File: src/rtl/fetch_stage.sv
// ---------------------------------------------------------------------------
// fetch_stage
//
// Instruction-fetch stage of a five-stage pipeline. Holds the program counter,
// drives the instruction-memory address and latches the returned word into
// the IF/ID pipeline register. Redirects from EX (branch) and ID (jump)
// flush IF/ID with a NOP bubble; a load-use stall from the hazard unit
// freezes PC and IF/ID. A three-state controller adds one BOOT cycle after
// reset before the first fetch.
//
// Ports
//   clk            in   1   rising-edge clock
//   rst_n          in   1   asynchronous active-low reset
//   PC_Write       in   1   1 = advance, 0 = stall (hold PC and IF/ID)
//   Branch_taken   in   1   redirect request from EX (highest priority)
//   Branch_target  in  32   branch destination byte address
//   Jump           in   1   redirect request from ID
//   Jump_target    in  32   jump destination byte address
//   Instruction    in  32   instruction memory read data for Instr_addr
//   Instr_addr     out 32   current PC (word aligned)
//   IF_ID_Instr    out 32   latched instruction (0 = NOP bubble)
//   IF_ID_PC4      out 32   PC+4 belonging to IF_ID_Instr
//   IF_ID_Valid    out  1   1 = IF_ID_Instr is a real instruction
//   Fetch_count    out 32   instructions latched into IF/ID (wraps)
//   Stall_count    out 16   stall cycles seen (saturates)
//   State          out  2   BOOT=00, RUN=01, HOLD=10
// ---------------------------------------------------------------------------
module fetch_stage (
    input  logic        clk,
    input  logic        rst_n,
    input  logic        PC_Write,
    input  logic        Branch_taken,
    input  logic [31:0] Branch_target,
    input  logic        Jump,
    input  logic [31:0] Jump_target,
    input  logic [31:0] Instruction,
    output logic [31:0] Instr_addr,
    output logic [31:0] IF_ID_Instr,
    output logic [31:0] IF_ID_PC4,
    output logic        IF_ID_Valid,
    output logic [31:0] Fetch_count,
    output logic [15:0] Stall_count,
    output logic [1:0]  State
);

    typedef enum logic [1:0] {
        BOOT = 2'b00,
        RUN  = 2'b01,
        HOLD = 2'b10
    } state_t;

    state_t      state_r;
    logic [31:0] pc_r;
    logic [31:0] instr_r;
    logic [31:0] pc4_r;
    logic        valid_r;
    logic [31:0] fetch_cnt_r;
    logic [15:0] stall_cnt_r;

    state_t      state_s;
    logic [31:0] pc_s;
    logic [31:0] instr_s;
    logic [31:0] pc4_s;
    logic        valid_s;
    logic [31:0] fetch_cnt_s;
    logic [15:0] stall_cnt_s;
    logic [31:0] pc_plus4_s;

    // PC+4 wraps naturally modulo 2^32
    assign pc_plus4_s = pc_r + 32'd4;

    // Next-state and next-register selection: branch > jump > stall > advance
    always_comb begin
        state_s     = state_r;
        pc_s        = pc_r;
        instr_s     = instr_r;
        pc4_s       = pc4_r;
        valid_s     = valid_r;
        fetch_cnt_s = fetch_cnt_r;
        stall_cnt_s = stall_cnt_r;
        case (state_r)
            RUN, HOLD: begin
                if (Branch_taken) begin
                    // Flush beats stall; low address bits forced to word alignment
                    pc_s    = {Branch_target[31:2], 2'b00};
                    instr_s = 32'h0000_0000;
                    pc4_s   = 32'h0000_0000;
                    valid_s = 1'b0;
                    state_s = RUN;
                end else if (Jump) begin
                    pc_s    = {Jump_target[31:2], 2'b00};
                    instr_s = 32'h0000_0000;
                    pc4_s   = 32'h0000_0000;
                    valid_s = 1'b0;
                    state_s = RUN;
                end else if (!PC_Write) begin
                    if (stall_cnt_r != 16'hFFFF) begin
                        stall_cnt_s = stall_cnt_r + 16'd1;
                    end else begin
                        stall_cnt_s = stall_cnt_r;
                    end
                    state_s = HOLD;
                end else begin
                    pc_s        = pc_plus4_s;
                    instr_s     = Instruction;
                    pc4_s       = pc_plus4_s;
                    valid_s     = 1'b1;
                    fetch_cnt_s = fetch_cnt_r + 32'd1;
                    state_s     = RUN;
                end
            end
            default: begin
                // BOOT and the unreachable encoding: park PC at 0, ignore inputs
                pc_s    = 32'h0000_0000;
                state_s = RUN;
            end
        endcase
    end

    // Pipeline, PC, counter and state registers with asynchronous clear
    always_ff @(posedge clk or negedge rst_n) begin
        if (!rst_n) begin
            state_r     <= BOOT;
            pc_r        <= 32'h0000_0000;
            instr_r     <= 32'h0000_0000;
            pc4_r       <= 32'h0000_0000;
            valid_r     <= 1'b0;
            fetch_cnt_r <= 32'h0000_0000;
            stall_cnt_r <= 16'h0000;
        end else begin
            state_r     <= state_s;
            pc_r        <= pc_s;
            instr_r     <= instr_s;
            pc4_r       <= pc4_s;
            valid_r     <= valid_s;
            fetch_cnt_r <= fetch_cnt_s;
            stall_cnt_r <= stall_cnt_s;
        end
    end

    assign Instr_addr  = pc_r;
    assign IF_ID_Instr = instr_r;
    assign IF_ID_PC4   = pc4_r;
    assign IF_ID_Valid = valid_r;
    assign Fetch_count = fetch_cnt_r;
    assign Stall_count = stall_cnt_r;
    assign State       = state_r;

endmodule

File: config.mk
export PLATFORM = sky130hd
export DESIGN_NAME = fetch_stage
export DESIGN_NICKNAME = d
export VERILOG_FILES = /design/src/rtl/fetch_stage.sv
export SDC_FILE = /design/constraint.sdc
export NUM_CORES = 1
export LEC_CHECK = 0
export CAP_MARGIN = 20
export CORE_MARGIN = 4
export CORE_UTILIZATION = 30
export DETAILED_ROUTE_END_ITERATION = 10
export PLACE_DENSITY = 0.62
export SLEW_MARGIN = 20
export SYNTH_ARGS = -nofsm -noshare
export SYNTH_HDL_FRONTEND = slang
export SYNTH_SLANG_ARGS = --single-unit
File: constraint.sdc
create_clock -name clk -period 3.4 [get_ports clk]
set_clock_uncertainty 0.15 [all_clocks]
set_input_delay 0.68 -clock clk [delete_from_list [all_inputs] [get_ports clk]]
set_output_delay 0.68 -clock clk [all_outputs]
set_load 0.01 [all_outputs]
---- Word-level counts from Yosys, hierarchy flattened ----
Cells that the tools add are included.
word-level totals
  register bits after elaboration ......... 147
  input port bits ......................... 101
  output and inout bits ................... 147
operators by class
  add/subtract/negate cells ............... 3
  eq/ne operators ......................... 4
  multiplexer cells ....................... 16
  bitwise logic cells ..................... 3
  reductions and logical operators ........ 5
operators with widths
  kind                                                 number
  two-way mux 32 bit                                   9
  adder 32 x 1 -> 32 bit, second input constant        1
  adder 32 x 3 -> 32 bit, second input constant        1
  adder 16 x 1 -> 16 bit, second input constant        1
  != test 16 bit, second input constant                1
  two-way mux 2 bit                                    4
  AND reduction 5 bit                                  1
  != test 4 bit, second input constant                 1
  AND reduction 4 bit                                  1
  two-way mux 1 bit                                    3
  NOT 1 bit                                            3
  nonzero test 3 bit                                   1
  equality test 2 x 1 -> 1 bit, second input constant  1
  equality test 2 bit, second input constant           1
  AND reduction 2 bit                                  1
  OR reduction 2 bit                                   1

---- Longest topological paths before layout ----
Gate-level depths: netlist of run 1.
  word-level depth ........................ 5
  gate-level depth with buffers ........... 9

---- Worst setup path before layout of run 1 ----
OpenSTA, ideal clock, no wires.
  kind .................................... input -> register
  start ................................... input Branch_taken
  end ..................................... register stall_cnt_r[15] (netlist: Stall_count[15])
  library setup time ...................... 80 ps
  data arrival time ....................... 2,189 ps
  data required time ...................... 3,170 ps
  path slack .............................. 981 ps
  cell stages on the path ................. 6
  buffers on the path ..................... 1
  cells stage by stage .................... buf_6 or3_4 or4_1 a31o_4 nor3_2 xnor2_1
between the ends
  longest elaborated chain between the ends .. 2
ends and longest elaborated chain
  what                           RTL line  source
  start, declared                32        input logic Branch_taken,
  NOT 1 bit (no line)            -
  AND reduction 5 bit (no line)  -
  end signal, assigned           137       stall_cnt_r <= stall_cnt_s;
  end, declared                  58        logic [15:0] stall_cnt_r;
No other way between the ends.
A chain may end at the register's enable or synchronous reset.

---- Worst setup path in the final report of run 1 ----
  start ................................... input Jump
  end ..................................... register pc4_r[29] (netlist: IF_ID_PC4[29])
between the ends
  longest elaborated chain between the ends .. 2
  elaborated cells between the ends (all ways) .. 4
ends and longest elaborated chain
  what                                                                        RTL line  source
  start, declared                                                             34        input logic Jump,
  nonzero test 3 bit (no line) / two-way mux 32 bit (equally long branches)   -
  AND reduction 2 bit (no line) / two-way mux 32 bit (equally long branches)  -
  end signal, assigned                                                        134       pc4_r <= pc4_s;
  end, declared                                                               55        logic [31:0] pc4_r;
Parallel ways exist; a longest one is shown, timed or not.

==> results.json, run 1 <==
{
  "wl_per_cell_um": 19.25,
  "std_cell_rows": 56,
  "dr_total_vias": 6653,
  "combPwrFrac_pct": 21.3,
  "avgViaCountPerCell": 5.106,
  "path_clk_slew_ps": 70,
  "cap_violations": 0,
  "drive_gt1_share_pct": 7.927,
  "grt_use_total_pct": 18.86,
  "peakVddDrop_uv": 315.8,
  "area_growth_syn_to_layout_pct": 47.42,
  "synth_fa_ha_area_share_pct": 0.5186,
  "avgSynthCellArea_sq_um": 9.848,
  "synth-xor-area-share_pct": 8.470,
  "power-per-cell-area_nw_per_um2": 480.8,
  "die_w_um": 163.3,
  "worstSkewPairLatency_ps": 430,
  "regToRegEndpoint": "Instr_addr[13]",
  "fin_nets": 1075,
  "cp_max_fo": 38,
  "ant_nets": 0,
  "r2r-start": "State[1]",
  "period_share_pct": 82.25,
  "slew_headroom_pct": 28.53,
  "yosys_warnings": 0,
  "p_seq_share_pct": 40.9,
  "cts.sinks": 144,
  "muxShareOfSynthArea_pct": 1.452,
  "rsz0062_at_grt": "no",
  "coreArea_sq_um": 23610,
  "num_io_pins": 248,
  "cts-root-buf": "clkbuf_16",
  "synth_top_family_by_area": "simple AND/OR/NAND/NOR gates",
  "slew_viol_final": 0,
  "die_h_um": 163.3,
  "grt_pass1_wl_mm": 38.94,
  "dr.pass1.iters": 5,
  "critPathArrivalTime_ps": 3010,
  "p_clk_share_pct": 37.7,
  "finalSetupViolCount": 0,
  "ys_seq_area_share_pct": 49.78,
  "p_total_mw": 5.130,
  "drt-total-wl_mm": 25.08,
  "yosys_register_bits": 144,
  "required_ps": 3610,
  "tns_ps": 0,
  "place.gp.congestion": 0.8604,
  "clockBufferDepth": 2,
  "drcViolationCount": 0,
  "cts_made_buffers": 17,
  "cts_setup_buffers": 0,
  "tightest_slew_ps": 1069,
  "period_needed_ps": 2796,
  "r2r_slack_ps": 660,
  "status": "finished clean",
  "internal_power_mw": 3.566,
  "swShare_pct": 30.48,
  "grt_antenna_before_repair": 1,
  "hold_viol": 0,
  "ys_types": 68,
  "diodes": 0,
  "reg2regPathDepth": 5,
  "drtIter0Drc": 458,
  "cts_resized": 0,
  "grt_start_max_net_pins": 83,
  "overflow": 0,
  "ctsHoldBuffers": 0,
  "whs_ps": 86.07,
  "p_leak_nw": 4.428,
  "initial_core_util_pct": 30.65,
  "synthSimpleGateAreaFrac_pct": 19.22,
  "path_class": "in -> reg",
  "dieArea_sq_um": 26680,
  "io_buffers": 241,
  "synthesis.area_sq_um": 7238,
  "hold_path.class": "in -> async",
  "synth_ff_type": "dfrtp_1",
  "synth_compound_area_share_pct": 16.65,
  "hpwl_mm": 18.45,
  "postSynth.asyncResetShare_pct": 100.0,
  "htree_levels": 4,
  "timing.fmax_ghz": 0.3576,
  "syn_inst": 735,
  "cts_tree": "built",
  "end_kind": "flop",
  "cp-start-kind": "input pin",
  "grt_pass1_vias": 6586,
  "fill_cells": 2257,
  "synth_edf_count": 0,
  "power.switching_mw": 1.563
}
## worst max-delay path by stage
stage	startpoint	end	slack, ps	depth (start not counted)
6_report	Jump	IF_ID_PC4[29]	600	5
5_1_grt	Jump	IF_ID_PC4[29]	380	5
4_1_cts	Jump	IF_ID_PC4[29]	620	5
2_1_floorplan	Branch_taken	Stall_count[15]	980	6
3_3_place_gp	Jump	IF_ID_PC4[29]	170	5
3_5_place_dp	Jump	IF_ID_PC4[29]	170	5
## critical path, cell delays in order
cell,delay (ps)
clkdlybuf4s50_1,540
or2_2,540
nor2_4,890
o21ai_0,220
nand2_1,120
## cell usage in the layout (no fill, tap or decap), types with 4 or more instances in the layout
cell type,synthesis,routed
and3_1,9,9
a21oi_1,26,26
nor4_1,9,9
a31oi_1,5,5
clkdlybuf4s50_1,0,240
nand4_1,24,24
a22o_1,40,40
nand2b_1,6,6
o31ai_1,8,8
xnor2_1,40,39
o22ai_1,10,10
a22oi_1,5,5
mux2i_1,6,6
o21ai_0,48,48
nor3_1,18,18
dfrtp_1,144,144
nor2_2,4,4
xor2_1,30,30
nor2_1,45,44
and4_1,11,11
mux2_2,4,4
inv_1,17,17
buf_4,3,19
and2_1,7,7
nand3_1,23,23
clkbuf_16,0,17
nand2_1,86,85
## flip-flops by register name (all words and copies together) (netlist names)
signal	cells
Fetch_count	32
IF_ID_Instr	32
IF_ID_PC4	31
Instr_addr	30
Stall_count	16
State	2
IF_ID_Valid	1
## final cells by class
class,instances,area [sq um],area share [%]
Inverter,18,67.56,0.6332
Clock buffer,17,425.4,3.987
Timing Repair Buffer,263,2616,24.52
Sequential cell,144,3603,33.77
Tap cell,319,399.1,3.741
Multi-Input combinational cell,527,3382,31.70
Clock inverter,15,176.4,1.653
## power by group through the flow
stage / Combinational (mW) / Clock (mW) / Sequential, mW
after global routing: 1.18 / 2.05 / 2.14
final: 1.09 / 1.94 / 2.10
after CTS: 1.11 / 1.98 / 2.10
after global placement: 1.09 / 0 / 2.13
after detailed placement: 1.10 / 0 / 2.13
after floorplan: 0.411 / 0 / 2.14
## per-stage QoR
step	util [%]	setup slack (ps)	instance area, sq um	instances
final	45.19	603.5	10670	1303
after floorplan	-	981.0	7242	736
after detailed placement	42.64	167.4	10070	1271
after CTS	45.19	622.7	10670	1303
after global placement	42.64	171.3	10070	1271
after global routing	45.19	381.1	10670	1303
## Yosys cell counts (all sizes together), types with 2 or more instances
cell type	count	area [sq um]
and2	8	50.05
a22o	40	350.3
nand4	25	162.6
mux2i	6	60.06
nor2b	2	12.51
nor3b	2	15.01
and3	9	56.30
or3	4	30.03
o211ai	3	22.52
dfrtp	144	3603
a221oi	3	26.28
ha	3	37.54
nand2	86	322.8
o2bb2ai	2	17.52
o22ai	10	62.56
or4	3	22.52
a31oi	5	31.28
xor2	30	262.8
o32ai	3	26.28
a21o	3	22.52
nor3	21	120.1
a22oi	5	37.54
nand2b	6	37.54
nor2	49	193.9
nand3	23	115.1
nor4	13	123.9
mux2	4	45.04
xnor2	40	350.3
o21bai	2	15.01
clkbuf	28	106.4
buf	19	105.1
and4	11	96.34
nand4b	2	17.52
inv	17	63.81
o21ai	49	245.2
a21oi	26	130.1
o31ai	8	60.06
a211oi	3	22.52
## routing by layer
layer | track usage (%) | part of all wire (%) | vias to the layer above
met5 | 0 | 0.052 | -
met2 | 29.68 | 46 | 245
li1 | - | - | 3140
met1 | 24.58 | 43 | 3232
met3 | 6.889 | 9.1 | 34
met4 | 5.223 | 1.7 | 2
## cells by family (layout without fill, tap and decap cells)
| logic type | Yosys count | in the layout |
|---|---|---|
| and+or+nand+nor | 266 | 266 |
| AOI/OAI and AO/OA | 176 | 176 |
| DFF | 144 | 144 |
| xor gates and xnor gates | 70 | 70 |
| buffers and inverters | 65 | 313 |
| muxes | 10 | 10 |
| adders and majority gates | 3 | 3 |
| other | 1 | 2 |
(Power assumes the default switching activity.)
==> run 2, diff against run 1 <==
==> constraint.sdc (replaced) <==
create_clock -name clk -period 2.85 [get_ports clk]
set_clock_uncertainty 0.15 [all_clocks]
set_input_delay 0.57 -clock clk [delete_from_list [all_inputs] [get_ports clk]]
set_output_delay 0.57 -clock clk [all_outputs]
set_load 0.01 [all_outputs]
==> results.json, run 2 (synthesized netlist as in run 1, its figures left out) <==
{
  "grt_start_max_net_pins": 83,
  "grt_pass1_vias": 6561,
  "crit_start": "Branch_taken",
  "cts-root-buf": "clkbuf_16",
  "tightest_slew_ps": 1037,
  "power.switching_mw": 1.842,
  "overflow": 0,
  "swShare_pct": 29.60,
  "avgViaCountPerCell": 5.053,
  "peakVddDrop_uv": 361.8,
  "cts_tree": "built",
  "layout_setup_ws_ps": 376.7,
  "path_clk_slew_ps": 60,
  "cts.sinks": 144,
  "std_cell_rows": 56,
  "drt-total-wl_mm": 25.20,
  "p_clk_share_pct": 38.2,
  "io_buffers": 241,
  "die_h_um": 163.3,
  "end_kind": "flop",
  "wl_per_cell_um": 19.06,
  "diodes": 0,
  "place_ws_ps": -64.45,
  "tns_ps": 0,
  "fin_nets": 1094,
  "r2r_slack_ps": 420,
  "period_needed_ps": 2473,
  "reg2regPathDepth": 7,
  "grt_antenna_before_repair": 2,
  "drtIter0Drc": 479,
  "drive_gt1_share_pct": 9.472,
  "cap_violations": 0,
  "p_total_mw": 6.222,
  "mostFrequentLayoutCells": "clkdlybuf4s50_1, dfrtp_1, nand2_1, o21ai_0, nor2_1",
  "combPwrFrac_pct": 21.7,
  "dr_total_vias": 6680,
  "die_w_um": 163.3,
  "cts_resized": 0,
  "slew_headroom_pct": 30.68,
  "internal_power_mw": 4.380,
  "dr.pass1.iters": 5,
  "cp_max_fo": 38,
  "r2r-start": "Instr_addr[3]",
  "clockBufferDepth": 2,
  "drcViolationCount": 0,
  "num_io_pins": 248,
  "placed_area_sq_um": 10220,
  "coreArea_sq_um": 23610,
  "place.gp.congestion": 0.8655,
  "ant_nets": 0,
  "grt_pass1_wl_mm": 38.36,
  "required_ps": 3060,
  "power-per-cell-area_nw_per_um2": 573.7,
  "hold_path.class": "reg -> reg",
  "htree_levels": 4,
  "hold_viol": 0,
  "status": "finished clean",
  "dieArea_sq_um": 26680,
  "whs_ps": 315.6,
  "critPathArrivalTime_ps": 2680,
  "period_share_pct": 86.78,
  "finalSetupViolCount": 0,
  "timing.fmax_ghz": 0.4043,
  "regToRegEndpoint": "IF_ID_PC4[18]",
  "cts_made_buffers": 17,
  "slew_viol_final": 0,
  "crit_end": "IF_ID_PC4[29]",
  "final_cells": 1322,
  "dp.cells": 1289,
  "area_growth_syn_to_layout_pct": 49.82,
  "path_class": "in -> reg",
  "initial_core_util_pct": 30.65,
  "worstSkewPairLatency_ps": 430,
  "final_util_pct": 45.93,
  "p_seq_share_pct": 40.1,
  "fin_area_sq_um": 10840,
  "grt_use_total_pct": 18.77,
  "p_leak_nw": 4.528,
  "hpwl_mm": 18.54,
  "cp-start-kind": "input pin",
  "final_common_cell": "clkdlybuf4s50_1",
  "cts_setup_buffers": 0,
  "ctsHoldBuffers": 1,
  "rsz0062_at_grt": "no"
}
==> run 2: cell type report <==
cell class | instances | area (sq um)
inverters | 18 | 67.56
repair buffers | 282 | 2774
clock buffers | 19 | 442.9
clock inverters | 13 | 175.2
multi-input cells | 527 | 3382
well taps | 319 | 399.1
flip-flops and latches | 144 | 3603
fillers | 2219 | 12770
==> run 2: metal layers <==
metal / vias up / track usage [%] / share of wire, %
met5: - / 0 / 0.12
met3: 29 / 7.873 / 9.7
li1: 3189 / - / -
met2: 239 / 29.53 / 46
met1: 3219 / 23.88 / 43
met4: 4 / 5.109 / 1.6
==> run 2: worst max-delay path, cell delays in order <==
cell,delay (ps)
clkdlybuf4s50_1,470
or2_2,450
nor2_4,840
o21ai_0,220
nand2_1,110
==> run 2: worst min-delay path by stage <==
stage | cells after the start | slack, ps | start | endpoint
finish | 1 | 320 | Fetch_count[31] | Fetch_count[31]
global route | 1 | 350 | Fetch_count[31] | Fetch_count[31]
global placement | 2 | 310 | IF_ID_Valid | IF_ID_Valid
detailed placement | 1 | 310 | Fetch_count[31] | Fetch_count[31]
floorplan | 0 | 120 | rst_n | Fetch_count[0]
CTS | 1 | 320 | Fetch_count[31] | Fetch_count[31]
==> run 2: power groups by stage <==
stage / Clock, mW / Sequential [mW] / Combinational (mW)
after global placement: 0 / 2.52 / 1.35
after global routing: 2.54 / 2.53 / 1.47
after detailed placement: 0 / 2.52 / 1.36
final: 2.38 / 2.49 / 1.35
after floorplan: 0 / 2.55 / 0.491
after CTS: 2.44 / 2.49 / 1.37
==> run 3, diff against run 2 <==
==> constraint.sdc (replaced) <==
create_clock -name clk -period 2.5 [get_ports clk]
set_clock_uncertainty 0.15 [all_clocks]
set_input_delay 0.5 -clock clk [delete_from_list [all_inputs] [get_ports clk]]
set_output_delay 0.5 -clock clk [all_outputs]
set_load 0.01 [all_outputs]
==> results.json, run 3 (synthesized netlist as in run 1, its figures left out) <==
{
  "critical_path_buf_inv_count": 4,
  "drcViolationCount": 0,
  "critPathArrivalTime_ps": 2590,
  "required_ps": 2700,
  "crit_chain": "clkdlybuf4s50_1, buf_4, nor3_1, buf_4, nor2_1, buf_4, o221ai_1, o21ai_0, o2bb2ai_1",
  "status": "finished clean",
  "slew_viol_final": 0,
  "final_common_cell": "clkdlybuf4s50_1",
  "drtIter0Drc": 534,
  "io_buffers": 241,
  "slew_headroom_pct": 36.79,
  "regToRegEndpoint": "IF_ID_PC4[18]",
  "placed_area_sq_um": 10460,
  "dieArea_sq_um": 26680,
  "crit_end": "Instr_addr[14]",
  "coreArea_sq_um": 23610,
  "reg2regPathDepth": 6,
  "regArea_sq_um": 3603,
  "area_growth_syn_to_layout_pct": 52.76,
  "place.gp.congestion": 0.9169,
  "r2r_slack_ps": 190,
  "grt_pass1_vias": 6939,
  "period_share_pct": 95.66,
  "std_cell_rows": 56,
  "crit_start": "Branch_taken",
  "cts.sinks": 144,
  "r2r-start": "Instr_addr[11]",
  "hpwl_mm": 19.59,
  "timing.fmax_ghz": 0.4182,
  "end_kind": "flop",
  "worst-path-stages": 9,
  "num_io_pins": 248,
  "worstSkewPairLatency_ps": 430,
  "cts-root-buf": "clkbuf_16",
  "p_total_mw": 7.014,
  "period_needed_ps": 2391,
  "p_leak_nw": 4.667,
  "fill_cells": 2245,
  "cp_max_fo": 33,
  "peakVddDrop_uv": 385.6,
  "cts_made_buffers": 17,
  "hold_viol": 0,
  "rsz0062_at_grt": "no",
  "grt_antenna_before_repair": 3,
  "cap_violations": 0,
  "initial_core_util_pct": 30.65,
  "overflow": 0,
  "fin_nets": 1122,
  "path_class": "in -> reg",
  "clockBufferDepth": 2,
  "cts_tree": "built",
  "multi_input_area_sq_um": 3388,
  "mostFrequentLayoutCells": "clkdlybuf4s50_1, dfrtp_1, nand2_1, buf_4, o21ai_0",
  "cts_resized": 0,
  "htree_levels": 4,
  "ant_nets": 0,
  "power-per-cell-area_nw_per_um2": 634.3,
  "crit_top_cell": "buf_4",
  "drive_gt1_share_pct": 12.03,
  "grt_pass1_wl_mm": 40.10,
  "cp-start-kind": "input pin",
  "path_clk_slew_ps": 60,
  "grt_start_max_net_pins": 54,
  "diodes": 0,
  "hold_path.class": "reg -> reg",
  "fin_area_sq_um": 11060,
  "tightest_slew_ps": 947.1,
  "dr_total_vias": 6914,
  "dp.cells": 1316,
  "die_h_um": 163.3,
  "grt_use_total_pct": 19.37,
  "wl_per_cell_um": 19.51,
  "final_cells": 1350,
  "dr.pass1.iters": 5,
  "avgViaCountPerCell": 5.121,
  "critical-path-top-delay-family": "buffers and inverters",
  "die_w_um": 163.3,
  "drt-total-wl_mm": 26.34,
  "finalSetupViolCount": 0,
  "max_stage_delay_ps": 570,
  "cpMaxStageDelayCell": "clkdlybuf4s50_1"
}
==> run 3: cell types whose count changed in the layout (fill, tap and decap cells not counted), sizes merged <==
cell      before  now
buf           41   68
bufinv         3    1
clkbuf        19   18
clkinvlp       1    2
inv           22   24
nor2          49   50
==> run 3: worst min-delay path by stage <==
stage | depth (start not counted) | startpoint | to
after global placement | 1 | Fetch_count[31] | Fetch_count[31]
after detailed placement | 1 | Fetch_count[31] | Fetch_count[31]
after CTS | 1 | Fetch_count[31] | Fetch_count[31]
after floorplan | 0 | rst_n | Fetch_count[0]
final | 1 | Fetch_count[31] | Fetch_count[31]
after global routing | 1 | IF_ID_PC4[13] | IF_ID_PC4[13]
==> run 3: through the flow <==
step	hold slack (ps)	TNS, ps	setup WS, ps	utilization [%]
floorplan	54.41	0	261.0	-
global placement	308.4	-19360	-333.6	44.28
detailed placement	313.2	-21410	-304.4	44.28
CTS	321.9	0	65.03	46.80
global route	342.8	0	42.50	46.83
finish	319.7	0	108.6	46.83
==> run 3: final cells by class <==
type / count / share of cell area (%)
Inverter: 18 / 0.6111
Clock inverter: 14 / 1.313
Timing Repair Buffer: 309 / 27.26
Clock buffer: 18 / 3.972
Multi-Input combinational cell: 528 / 30.64
Sequential cell: 144 / 32.59
Tap cell: 319 / 3.610
==> run 3: routing by layer <==
layer	routed length, um	share of wire [%]	vias up	GRT usage, %
li1	-	-	3227	-
met1	11190	42	3361	25.07
met2	12280	47	271	30.49
met3	2249	8.5	49	6.611
met4	582	2.2	6	6.405
met5	41	0.16	-	0
==> run 3: worst reg2reg max path: cells and delay by family (launching register included) <==
| kind | cells | cell delay [ps] |
|---|---|---|
| buf+inv | 1 | 230 |
| compound gates | 1 | 170 |
| simple gates | 3 | 1020 |
| xor+xnor | 1 | 150 |
| flops | 1 | 490 |
==> run 3: timing repair <==
| action | 4_1_cts | 5_1_grt |
|---|---|---|
| setup endpoints to repair | 0 | 3 |
| setup buffers | 0 | 0 |
| endpoints found under the hold margin | 50 | 0 |
| hold buffers | 1 | 0 |
==> run 3: power breakdown <==
| part | switching (mW) | internal [mW] |
|---|---|---|
| registers | 0.278 | 2.55 |
| clock network | 1.12 | 1.43 |
| logic | 0.758 | 0.870 |
